--- config.mk ---
export PLATFORM = sky130hd
export DESIGN_NAME = reg_file_scoreboarded
export DESIGN_NICKNAME = d
export VERILOG_FILES = /design/src/rtl/reg_file_scoreboarded_pkg.sv /design/src/rtl/reg_file_scoreboarded_scoreboard.sv /design/src/rtl/reg_file_scoreboarded.sv
export SDC_FILE = /design/constraint.sdc
export NUM_CORES = 2
export LEC_CHECK = 0
export BUFFER_PORTS_ARGS = -buffer_cell sky130_fd_sc_hd__buf_2
export CAP_MARGIN = 5
export CORE_UTILIZATION = 30
export CTS_CLUSTER_DIAMETER = 60
export DETAILED_ROUTE_END_ITERATION = 8
export SLEW_MARGIN = 20
export SYNTH_ARGS = -nofsm -noshare
export SYNTH_HDL_FRONTEND = slang
export SYNTH_SLANG_ARGS = --single-unit
--- constraint.sdc ---
create_clock -name clk -period 47.6 [get_ports clk]
set_input_delay 7.14 -clock clk [delete_from_list [all_inputs] [get_ports clk]]
set_output_delay 7.14 -clock clk [all_outputs]
set_load 0.1 [all_outputs]
--- src/rtl/reg_file_scoreboarded_pkg.sv ---
// ---------------------------------------------------------------------------
// regfile_pkg
// Shared definitions for the scoreboarded register file slice.
//   DEF_DATA_W   : default register width
//   DEF_NUM_REGS : default register count (power of two)
//   DEF_ADDR_W   : index width matching DEF_NUM_REGS
//   DEF_CNT_W    : width of the busy counter (can hold NUM_REGS itself)
//   regIdx_t     : register index type for the default configuration
//   cntOne       : helper that widens a single-bit event to counter width
// ---------------------------------------------------------------------------
package regfile_pkg;

   localparam int DEF_DATA_W   = 32;
   localparam int DEF_NUM_REGS = 32;
   localparam int DEF_ADDR_W   = $clog2(DEF_NUM_REGS);
   localparam int DEF_CNT_W    = DEF_ADDR_W + 1;

   typedef logic [DEF_ADDR_W-1:0] regIdx_t;

   // Widens a one-bit increment/decrement event to the default counter width.
   function automatic logic [DEF_CNT_W-1:0] cntOne(input logic ev);
      cntOne = {{(DEF_CNT_W-1){1'b0}}, ev};
   endfunction

endpackage

--- src/rtl/reg_file_scoreboarded_scoreboard.sv ---
// ---------------------------------------------------------------------------
// reg_scoreboard
// Per-register busy tracking for the register file. The issue stage reserves
// a destination; writeback releases it. Exposes the read-port busy flags, the
// issue permission and a registered count of busy registers.
// Ports:
//   clk, rst             : clock, asynchronous active-high reset
//   rd_addr_a/b          : read port indices whose busy state is reported
//   rd_busy_a/b          : register has a pending write (same-cycle release seen)
//   wr_en, wr_addr       : writeback strobe and index (releases busy)
//   iss_en, iss_addr     : reservation request and destination index
//   iss_ok               : destination free or being released this cycle
//   busy_cnt             : number of busy registers, registered
// ---------------------------------------------------------------------------
module reg_scoreboard
   import regfile_pkg::*;
#(
   parameter int NUM_REGS = DEF_NUM_REGS,
   parameter int ADDR_W   = $clog2(NUM_REGS),
   parameter int ZERO_REG = 1
) (
   input  logic              clk,
   input  logic              rst,
   input  logic [ADDR_W-1:0] rd_addr_a,
   input  logic [ADDR_W-1:0] rd_addr_b,
   output logic              rd_busy_a,
   output logic              rd_busy_b,
   input  logic              wr_en,
   input  logic [ADDR_W-1:0] wr_addr,
   input  logic              iss_en,
   input  logic [ADDR_W-1:0] iss_addr,
   output logic              iss_ok,
   output logic [ADDR_W:0]   busy_cnt
);

   localparam int CNT_W = ADDR_W + 1;

   logic [NUM_REGS-1:0] r_busyVec;
   logic [CNT_W-1:0]    r_busyCnt;
   logic [NUM_REGS-1:0] w_nextBusy;
   logic                w_issZero;
   logic                w_setAcc;
   logic                w_inc;
   logic                w_dec;
   logic [CNT_W-1:0]    w_incExt;
   logic [CNT_W-1:0]    w_decExt;

   // A writeback to the same index releases it in this cycle, so a new producer
   // may reserve it immediately; otherwise the destination must be idle.
   assign iss_ok = !r_busyVec[iss_addr] || (wr_en && (wr_addr == iss_addr));

   // The hardwired zero register accepts reservations but never becomes busy,
   // since nothing will ever write it back.
   assign w_issZero = (ZERO_REG != 0) && (iss_addr == '0);
   assign w_setAcc  = iss_en && iss_ok && !w_issZero;

   // Read-side busy flags see the release of a writeback happening this cycle,
   // matching the data bypass that delivers the value in the same cycle.
   assign rd_busy_a = r_busyVec[rd_addr_a] && !(wr_en && (wr_addr == rd_addr_a));
   assign rd_busy_b = r_busyVec[rd_addr_b] && !(wr_en && (wr_addr == rd_addr_b));

   // Clear first, then set, so a simultaneous release and reservation of the
   // same index leaves it busy for the new producer.
   always_comb begin
      w_nextBusy = r_busyVec;
      if (wr_en) begin
         w_nextBusy[wr_addr] = 1'b0;
      end
      if (w_setAcc) begin
         w_nextBusy[iss_addr] = 1'b1;
      end
   end

   // Count only real transitions: a set of an idle bit adds one, a release of a
   // busy bit subtracts one unless the same bit is re-reserved in that cycle.
   assign w_inc    = w_setAcc && !r_busyVec[iss_addr];
   assign w_dec    = wr_en && r_busyVec[wr_addr] && !(w_setAcc && (iss_addr == wr_addr));
   assign w_incExt = {{(CNT_W-1){1'b0}}, w_inc};
   assign w_decExt = {{(CNT_W-1){1'b0}}, w_dec};

   // Busy vector and its population count, both cleared by reset so any
   // in-flight reservation is dropped.
   always_ff @(posedge clk or posedge rst) begin
      if (rst) begin
         r_busyVec <= '0;
         r_busyCnt <= '0;
      end else begin
         r_busyVec <= w_nextBusy;
         r_busyCnt <= r_busyCnt + w_incExt - w_decExt;
      end
   end

   assign busy_cnt = r_busyCnt;

endmodule

--- src/rtl/reg_file_scoreboarded.sv ---
// ---------------------------------------------------------------------------
// reg_file_scoreboarded
// Register file for the integer or FP datapath with two combinational read
// ports, one synchronous write port, write-through bypass and a per-register
// busy scoreboard used by the hazard logic.
// Ports:
//   clk, rst             : clock, asynchronous active-high reset
//   rd_addr_a/b          : read indices
//   rd_data_a/b          : read data, bypassed from the write port
//   rd_busy_a/b          : read register has a pending write
//   wr_en/wr_addr/wr_data: writeback port (also releases busy)
//   iss_en/iss_addr      : destination reservation from issue
//   iss_ok               : reservation may be accepted this cycle
//   busy_cnt             : number of busy registers
// ---------------------------------------------------------------------------
module reg_file_scoreboarded
   import regfile_pkg::*;
#(
   parameter int DATA_W   = DEF_DATA_W,
   parameter int NUM_REGS = DEF_NUM_REGS,
   parameter int ADDR_W   = $clog2(NUM_REGS),
   parameter int ZERO_REG = 1
) (
   input  logic              clk,
   input  logic              rst,
   input  logic [ADDR_W-1:0] rd_addr_a,
   input  logic [ADDR_W-1:0] rd_addr_b,
   output logic [DATA_W-1:0] rd_data_a,
   output logic [DATA_W-1:0] rd_data_b,
   output logic              rd_busy_a,
   output logic              rd_busy_b,
   input  logic              wr_en,
   input  logic [ADDR_W-1:0] wr_addr,
   input  logic [DATA_W-1:0] wr_data,
   input  logic              iss_en,
   input  logic [ADDR_W-1:0] iss_addr,
   output logic              iss_ok,
   output logic [ADDR_W:0]   busy_cnt
);

   logic [DATA_W-1:0] r_regArray [NUM_REGS];
   logic              w_wrWritable;
   logic              w_zeroA;
   logic              w_zeroB;

   // Writes to the hardwired zero register are dropped, both for storage and
   // for the bypass path.
   assign w_wrWritable = wr_en && !((ZERO_REG != 0) && (wr_addr == '0));

   assign w_zeroA = (ZERO_REG != 0) && (rd_addr_a == '0);
   assign w_zeroB = (ZERO_REG != 0) && (rd_addr_b == '0);

   // Data array: reset clears every entry so a write in flight at reset leaves
   // no trace.
   always_ff @(posedge clk or posedge rst) begin
      if (rst) begin
         for (int i = 0; i < NUM_REGS; i++) begin
            r_regArray[i] <= '0;
         end
      end else if (w_wrWritable) begin
         r_regArray[wr_addr] <= wr_data;
      end
   end

   // Read muxes: zero register first, then the write-through bypass so decode
   // sees the value being written this cycle, then the stored value.
   always_comb begin
      rd_data_a = r_regArray[rd_addr_a];
      if (w_zeroA) begin
         rd_data_a = '0;
      end else if (w_wrWritable && (wr_addr == rd_addr_a)) begin
         rd_data_a = wr_data;
      end
   end

   always_comb begin
      rd_data_b = r_regArray[rd_addr_b];
      if (w_zeroB) begin
         rd_data_b = '0;
      end else if (w_wrWritable && (wr_addr == rd_addr_b)) begin
         rd_data_b = wr_data;
      end
   end

   // Busy tracking lives in its own block; the data path above only needs
   // the shared write strobe and index.
   reg_scoreboard #(
      .NUM_REGS (NUM_REGS),
      .ADDR_W   (ADDR_W),
      .ZERO_REG (ZERO_REG)
   ) u_scoreboard (
      .clk       (clk),
      .rst       (rst),
      .rd_addr_a (rd_addr_a),
      .rd_addr_b (rd_addr_b),
      .rd_busy_a (rd_busy_a),
      .rd_busy_b (rd_busy_b),
      .wr_en     (wr_en),
      .wr_addr   (wr_addr),
      .iss_en    (iss_en),
      .iss_addr  (iss_addr),
      .iss_ok    (iss_ok),
      .busy_cnt  (busy_cnt)
   );

endmodule

* Word level (Yosys, flattened, before mapping)
Index checks and enable logic that the tools add are counted.
W data, S select, Z words.
** Word-level totals
- Bits in registers :: 1062
- Bits in latches :: 0
- RAM bits :: 0
- ROM bits :: 0
- Bits of input ports :: 56
- Output and inout bits :: 73
- Logic and storage cells :: 111
- Memories kept :: 0
** Operators by class
- Add/sub/neg operators :: 2
- Multipliers :: 0
- Div/mod/pow operators :: 0
- Magnitude comparators :: 10
- Eq/ne operators :: 4
- Shift operators :: 0
- Muxes and demuxes :: 27
- Bitwise gates (word level) :: 6
- Reduce and logical (&&, ||, !) cells :: 28
** Operators with widths (number)
- $bwmux W1024 :: 1
- $mux W32 :: 11
- $bmux W32 S5 :: 2
- $demux W32 S5 :: 1
- $and A32 B32 Y32 :: 1
- $not A32 Y32 :: 1
- $or A32 B32 Y32 :: 1
- $lt A5 B6 Y1 const B :: 4
- $bmux W1 S5 :: 4
- $eq A5 B5 Y1 :: 4
- $logic_not A5 Y1 :: 4
- $ge A6 B6 Y1 const B :: 3
- $not A5 Y6 :: 3
- $logic_and A1 B1 Y1 :: 17
- $demux W1 S5 :: 2
- $ge A5 B1 Y1 const B :: 2
- $add A6 B1 Y6 :: 1
- $logic_not A1 Y1 :: 6
- $lt A6 B1 Y1 const B :: 1
- $mux W1 :: 6
- $sub A6 B1 Y6 :: 1
- $logic_or A1 B1 Y1 :: 1

* Depth between registers and ports, before layout
- Depth after elaboration :: 10
- Mapped depth :: 15
- Depth with buffers taken out :: 13

* Cells and area by module
Synthesis repeated with hierarchy kept, for this count alone.
** Unflattened totals
- Cell total of the unflattened synthesis :: 4306
- Area total of the unflattened synthesis :: 58617.5 um2
** Modules (own cells, without submodules)
- reg_file_scoreboarded :: instances 1, cells an instance 4018, area an instance 55469.4 um2, seq. area each 25624.6 um2
- reg_scoreboard :: instances 1, cells an instance 288, area an instance 3148.0 um2, seq. area each 950.9 um2

* Worst setup path after synthesis
Ideal clock, no wire load.
- Path kind :: input to output
- From :: input wr_addr[2]
- To :: output rd_data_b[24]
- Arrival :: 10.671 ns
- Required time :: 40.460 ns
- Setup slack :: 29.789 ns
- Cell stages on the path :: 8
- Buffers on the path :: 3
- Cells stage by stage :: buf_2 -> nor3_2 -> nor3b_2 -> or3_1 -> clkbuf_1 -> clkbuf_1 -> nor2_1 -> a221oi_1
** On the way
- Cells in the longest elaborated chain, start to end :: 6
- Elaborated cells on any way between the ends :: 7
- Classes of those cells :: eq/ne (1); mux (2); reduce/logical (4)
** RTL lines
- start: declaration :: line reg_file_scoreboarded.sv:33 : input logic [ADDR_W-1:0] wr_addr,
- $logic_not A5 Y1 :: line reg_file_scoreboarded.sv:48 : assign w_wrWritable = wr_en && !((ZERO_REG != 0) && (wr_addr == '0));
- $logic_not A1 Y1 :: line reg_file_scoreboarded.sv:48
- $logic_and A1 B1 Y1 :: line reg_file_scoreboarded.sv:48
- $logic_and A1 B1 Y1 (*) :: line reg_file_scoreboarded.sv:80 : end else if (w_wrWritable && (wr_addr == rd_addr_b)) begin
- $mux W32 (*) :: line reg_file_scoreboarded.sv:80
- $mux W32 (*) :: line reg_file_scoreboarded.sv:78 : if (w_zeroB) begin
- end: declaration :: line reg_file_scoreboarded.sv:29 : output logic [DATA_W-1:0] rd_data_b,
Every way passes the cells marked *; elsewhere a longest branch is shown, timed or not.

* Worst setup path after layout
- From :: input rd_addr_b[4]
- To :: output rd_data_b[27]
** On the way
- Cells in the longest elaborated chain, start to end :: 6
- Elaborated cells on any way between the ends :: 9
- Classes of those cells :: eq/ne (1); mux (5); bitwise (1); reduce/logical (2)
** RTL lines
- start: declaration :: line reg_file_scoreboarded.sv:27 : input logic [ADDR_W-1:0] rd_addr_b,
- $not A5 Y6 (implied by the code) :: line reg_file_scoreboarded.sv:77 : rd_data_b = r_regArray[rd_addr_b];
- $bmux W32 S5 :: line reg_file_scoreboarded.sv:77
- $mux W32 (implied by the code) (2 in a row) :: line reg_file_scoreboarded.sv:77
- $mux W32 :: line reg_file_scoreboarded.sv:80
- $mux W32 (*) :: line reg_file_scoreboarded.sv:78
Every way passes the cells marked *; elsewhere a longest branch is shown, timed or not. The select of a mux whose other input is x is not followed.

==> results.md <==
Critical path:
- The worst setup path is launched from a primary input.
- The cell type of the slowest stage on the worst timing path is sky130_fd_sc_hd__a41oi_1.
- The nature of the critical path endpoint is an output port.
- The most used cell along the critical path is sky130_fd_sc_hd__buf_4.
- The signal on the critical path passes through buf_2 -> buf_4 -> nor4_2 -> buf_4 -> or2_2 -> nor2_4 -> buf_4 -> a31oi_1 -> a41oi_1 -> buf_2.
- For the worst setup path, the data arrival time is 11.47 ns.
- The critical path class is primary input to output port.
- Along the worst path, the maximum fanout reaches 27.
- The highest cell delay on the worst timing path is 0.78 ns.
- For the worst setup path, the data required time is 40.46 ns.

STA:
- Headroom to the max-slew limit came out at 0.235.
- The fraction of the cycle the final worst path needs is 0.391.
- The worst path needs 18.61 ns of the cycle, external delays included.
- For the final routed database, the setup TNS stands at 0 ns.
- The transition time of the tightest slew-check pin is 1.15 ns.
- The total of endpoints with negative setup slack in the final report is 0.
- The maximum clock skew at final layout is 0.0240 ns.
- The final hold violation count is 0.
- The hold slack is 0.397 ns.
- The number of pins with negative max-slew slack in the final report is 0.
- The achievable clock frequency is 0.0537 GHz.
- Setup repair after global routing left no endpoint under its margin.

Clock tree:
- After clock tree synthesis, the clock-pin slew on the worst setup and hold paths is 0.06 ns.
- The quantity of gates resized following cts is 0.
- The number of clock sinks is 1,062.
- The maximum buffer depth of the clock tree is 3.
- The clock latency on the worst-skew pair is 0.73 ns.
- Counting the buffers created by CTS gives 108.
- The number of levels in the clock H-tree is 3.
- TritonCTS built the clock tree.
- The clock root buffer is sky130_fd_sc_hd__clkbuf_16.
- Buffers added to address setup during post-CTS repair amount to 0.
- The post-cts hold buffer count is 0.

Synth:
- The average instance in the mapped netlist occupies 14.4 um^2.
- The gate count of the mapped netlist is 4,028.
- The number of distinct standard cells referenced by the synthesized netlist is 64.
- The post-synth net total is 4,091.
- The post-synthesis cell area is 0.0582 mm^2.
- Of the post-synthesis cell area, the dominant cell type holds 0.457.
- After synthesis the netlist holds a flip-flop and latch count of 1,062.
- Counting flops with a built-in enable in the synthesized netlist gives 0.
- The leading register cell type out of synthesis is sky130_fd_sc_hd__dfrtp_1.
- The share of flip-flops with an asynchronous set or reset after synthesis is 1.00.
- By area the synthesized netlist is led by sky130_fd_sc_hd__dfrtp_1 46%, sky130_fd_sc_hd__mux2_2 20%, sky130_fd_sc_hd__mux4_2 18%.
- The share of synthesized area occupied by flip-flops and latches is 0.457.
- The leading area contributor after synthesis is sky130_fd_sc_hd__dfrtp_1.
- The synthesis warning total is 0.

Status:
- The flow ran to the end, and the final reports show no timing, DRC or antenna violations.

Power:
- The share of total power dissipated in the clock network is 0.325.
- The worst voltage drop across the vdd grid is 0.0338 mV.
- For this design the total switching power over the nets is 0.000879 W.
- The static leakage power is 27.6 nW.
- Of the total power, the share spent switching nets is 0.310.
- The cell-internal power is 0.00196 W.
- The power per standard cell area is 43.8 mW/mm^2.
- Of the total power, registers draw 0.428.
- The share of total power dissipated in combinational logic is 0.246.

Global routing:
- For this run the aggregate overflow at the end of global routing stands at 0.
- The first-pass GRT wire length is 284 mm.
- The global-route total usage across every layer is 0.197.
- The pin count of the biggest net entering global routing is 137.
- The number of global-route vias before repair came to 38,700.
- The initial antenna violation count is 21.

Finish:
- Summing all non-filler instances in the final layout gives an area of 0.0648 mm^2.
- The fraction of the core area covered by cells at the end of the flow is 0.336.
- The number of non-filler instances in the completed layout is 6,520.
- From synthesis to final layout, the design area changed by 11.3%.
- The final layout contains 3,959 nets.
- The fraction of final layout cells with drive strength greater than 1 is 0.490.

Flow run:
- The tool flagged a number of max-cap violations equal to 0.

Placement:
- The placer's final routability congestion estimate is 0.833.
- The count of buffers added on input and output ports is 128.
- The placed instances occupy a cell area of 0.0610 mm^2.
- The half-perimeter wire length after placement is 112 mm.
- Including well taps, the total number of placed cells is 6,312.

Routing:
- The detail-routed net length per standard cell is 30.1 um.
- After detailed routing, the number of remaining DRC violations is 0.
- The violation count after the first detailed-routing iteration is 3,173.
- For this block, the via count after detailed routing is 38,200.
- The via count normalized by instance count is 5.85.
- The count of antenna-violating nets left after detailed routing is 0.
- The number of optimization iterations in the first detailed-route pass is 6.
- The final routed wirelength across all metal layers is 196 mm.

Min path:
- The min-delay analysis places its worst path in the category flop to flop.

Floorplan:
- The die covers 0.196 mm^2.
- The core region is 0.193 mm^2.
- The total I/O pin count is 129.
- The die is 442 um tall.
- The die span in x is 442 um.
- The starting utilization of the core area is 0.302.
- The placement row count is 161.
[metrics by stage]
| stage | setup WS (ns) | power (W) |
|---|---|---|
| after global routing | 29.06 | 0.00294 |
| after global placement | 29.10 | 0.00190 |
| after CTS | 29.05 | 0.00285 |
| final | 28.99 | 0.00283 |
| after floorplan | 10.57 | 0.00175 |
| after detailed placement | 29.05 | 0.00192 |
[synthesized netlist by cell type, types with 8 or more instances]
cell and number:
sky130_fd_sc_hd__a21oi_1 28, sky130_fd_sc_hd__a221o_1 28, sky130_fd_sc_hd__a221oi_1 21, sky130_fd_sc_hd__a22o_1 23, sky130_fd_sc_hd__a22oi_1 88, sky130_fd_sc_hd__a31oi_1 36, sky130_fd_sc_hd__a32oi_1 24, sky130_fd_sc_hd__a41oi_1 20
sky130_fd_sc_hd__buf_1 46, sky130_fd_sc_hd__buf_2 153, sky130_fd_sc_hd__buf_4 22, sky130_fd_sc_hd__buf_6 15, sky130_fd_sc_hd__clkbuf_1 225, sky130_fd_sc_hd__dfrtp_1 1062, sky130_fd_sc_hd__inv_1 15, sky130_fd_sc_hd__mux2_2 1017
sky130_fd_sc_hd__mux2i_1 263, sky130_fd_sc_hd__mux4_2 470, sky130_fd_sc_hd__nand2_1 133, sky130_fd_sc_hd__nand3_1 28, sky130_fd_sc_hd__nor2_1 59, sky130_fd_sc_hd__nor2b_1 17, sky130_fd_sc_hd__nor3_1 18, sky130_fd_sc_hd__nor3b_1 8
sky130_fd_sc_hd__nor4b_1 12, sky130_fd_sc_hd__o2111a_1 15, sky130_fd_sc_hd__o2111ai_1 9, sky130_fd_sc_hd__o21ai_0 39, sky130_fd_sc_hd__o22ai_1 30, sky130_fd_sc_hd__xnor2_1 19
[final timing paths]
path / startpoint / endpoint / slack, ns / depth (start not counted)
setup / recovery: rd_addr_b[4] / rd_data_b[27] / 28.99 / 10
hold / removal: r_regArray[995]$_DFFE_PP0P_ / r_regArray[995]$_DFFE_PP0P_ / 0.40 / 0
setup reg to reg: u_scoreboard.r_busyVec[3]$_DFF_PP0_ / u_scoreboard.busy_cnt[4]$_DFF_PP0_ / 44.30 / 13
hold reg to reg: r_regArray[995]$_DFFE_PP0P_ / r_regArray[995]$_DFFE_PP0P_ / 0.40 / 0
max in group asynchronous: rst / r_regArray[269]$_DFFE_PP0P_ / 37.18 / 6
min in group asynchronous: rst / r_regArray[899]$_DFFE_PP0P_ / 6.63 / 2
[cell families after synthesis]
kind of cell,after synthesis,synth area share
AO/OA/AOI/OAI,390,0.0506
XOR/XNOR,20,0.00301
adder cells (fa/ha/maj),7,0.00163
buffers and inverters,477,0.0374
flip-flops,1062,0.457
multiplexers,1750,0.424
AND/OR/NAND/NOR,322,0.0267
[layout make-up]
cell class                      count  area (um^2)
Multi-Input combinational cell   2489        29700
Fill cell                       18600       128000
Clock inverter                     52          688
Tap cell                         2526         3160
Inverter                           15         63.8
Antenna cell                        7         17.5
Sequential cell                  1062        26600
Timing Repair Buffer              220         1410
Clock buffer                      149         3110
[routing by layer]
layer,track usage,wire length [um]
met1,0.249,77300
met2,0.331,96700
met3,0.0263,11800
met4,0.0956,10200
met5,0,66
[cell usage in the layout, fill, tap and decap left out, types with 19 or more instances in the layout]
cell type and n:
sky130_fd_sc_hd__a32oi_1 24, sky130_fd_sc_hd__a41oi_1 20, sky130_fd_sc_hd__a31oi_1 36, sky130_fd_sc_hd__clkinv_2 26, sky130_fd_sc_hd__o21ai_0 39, sky130_fd_sc_hd__o22ai_1 30
sky130_fd_sc_hd__clkbuf_16 109, sky130_fd_sc_hd__a221oi_1 21, sky130_fd_sc_hd__mux4_2 470, sky130_fd_sc_hd__nand2_1 116, sky130_fd_sc_hd__nor2_1 43, sky130_fd_sc_hd__buf_2 121
sky130_fd_sc_hd__nand3_1 28, sky130_fd_sc_hd__xnor2_1 19, sky130_fd_sc_hd__a21oi_1 28, sky130_fd_sc_hd__a22o_1 23, sky130_fd_sc_hd__mux2i_1 263, sky130_fd_sc_hd__a221o_1 28
sky130_fd_sc_hd__mux2_2 1017, sky130_fd_sc_hd__buf_4 91, sky130_fd_sc_hd__clkbuf_8 23, sky130_fd_sc_hd__a22oi_1 88, sky130_fd_sc_hd__dfrtp_1 1062
[power groups by stage]
stage	Combinational, W	Sequential, W	Clock (W)
2_1_floorplan	0.000551	0.00120	0
3_3_place_gp	0.000688	0.00121	0
3_5_place_dp	0.000699	0.00122	0
4_1_cts	0.000701	0.00121	0.000937
5_1_grt	0.000738	0.00123	0.000970
6_report	0.000698	0.00121	0.000923
[worst max-delay path, delay by kind of cell]
family                 cells  cell delay (ns)
and+or+nand+nor            3             1.22
buffers and inverters      5             2.11
AOI/OAI and AO/OA          2             0.91
[registers in the layout, indices dropped and copies added (netlist names)]
signal	count
r_regArray	1024
u_scoreboard.busy_cnt	6
u_scoreboard.r_busyVec	32
Power figures use the tool's default switching activity.
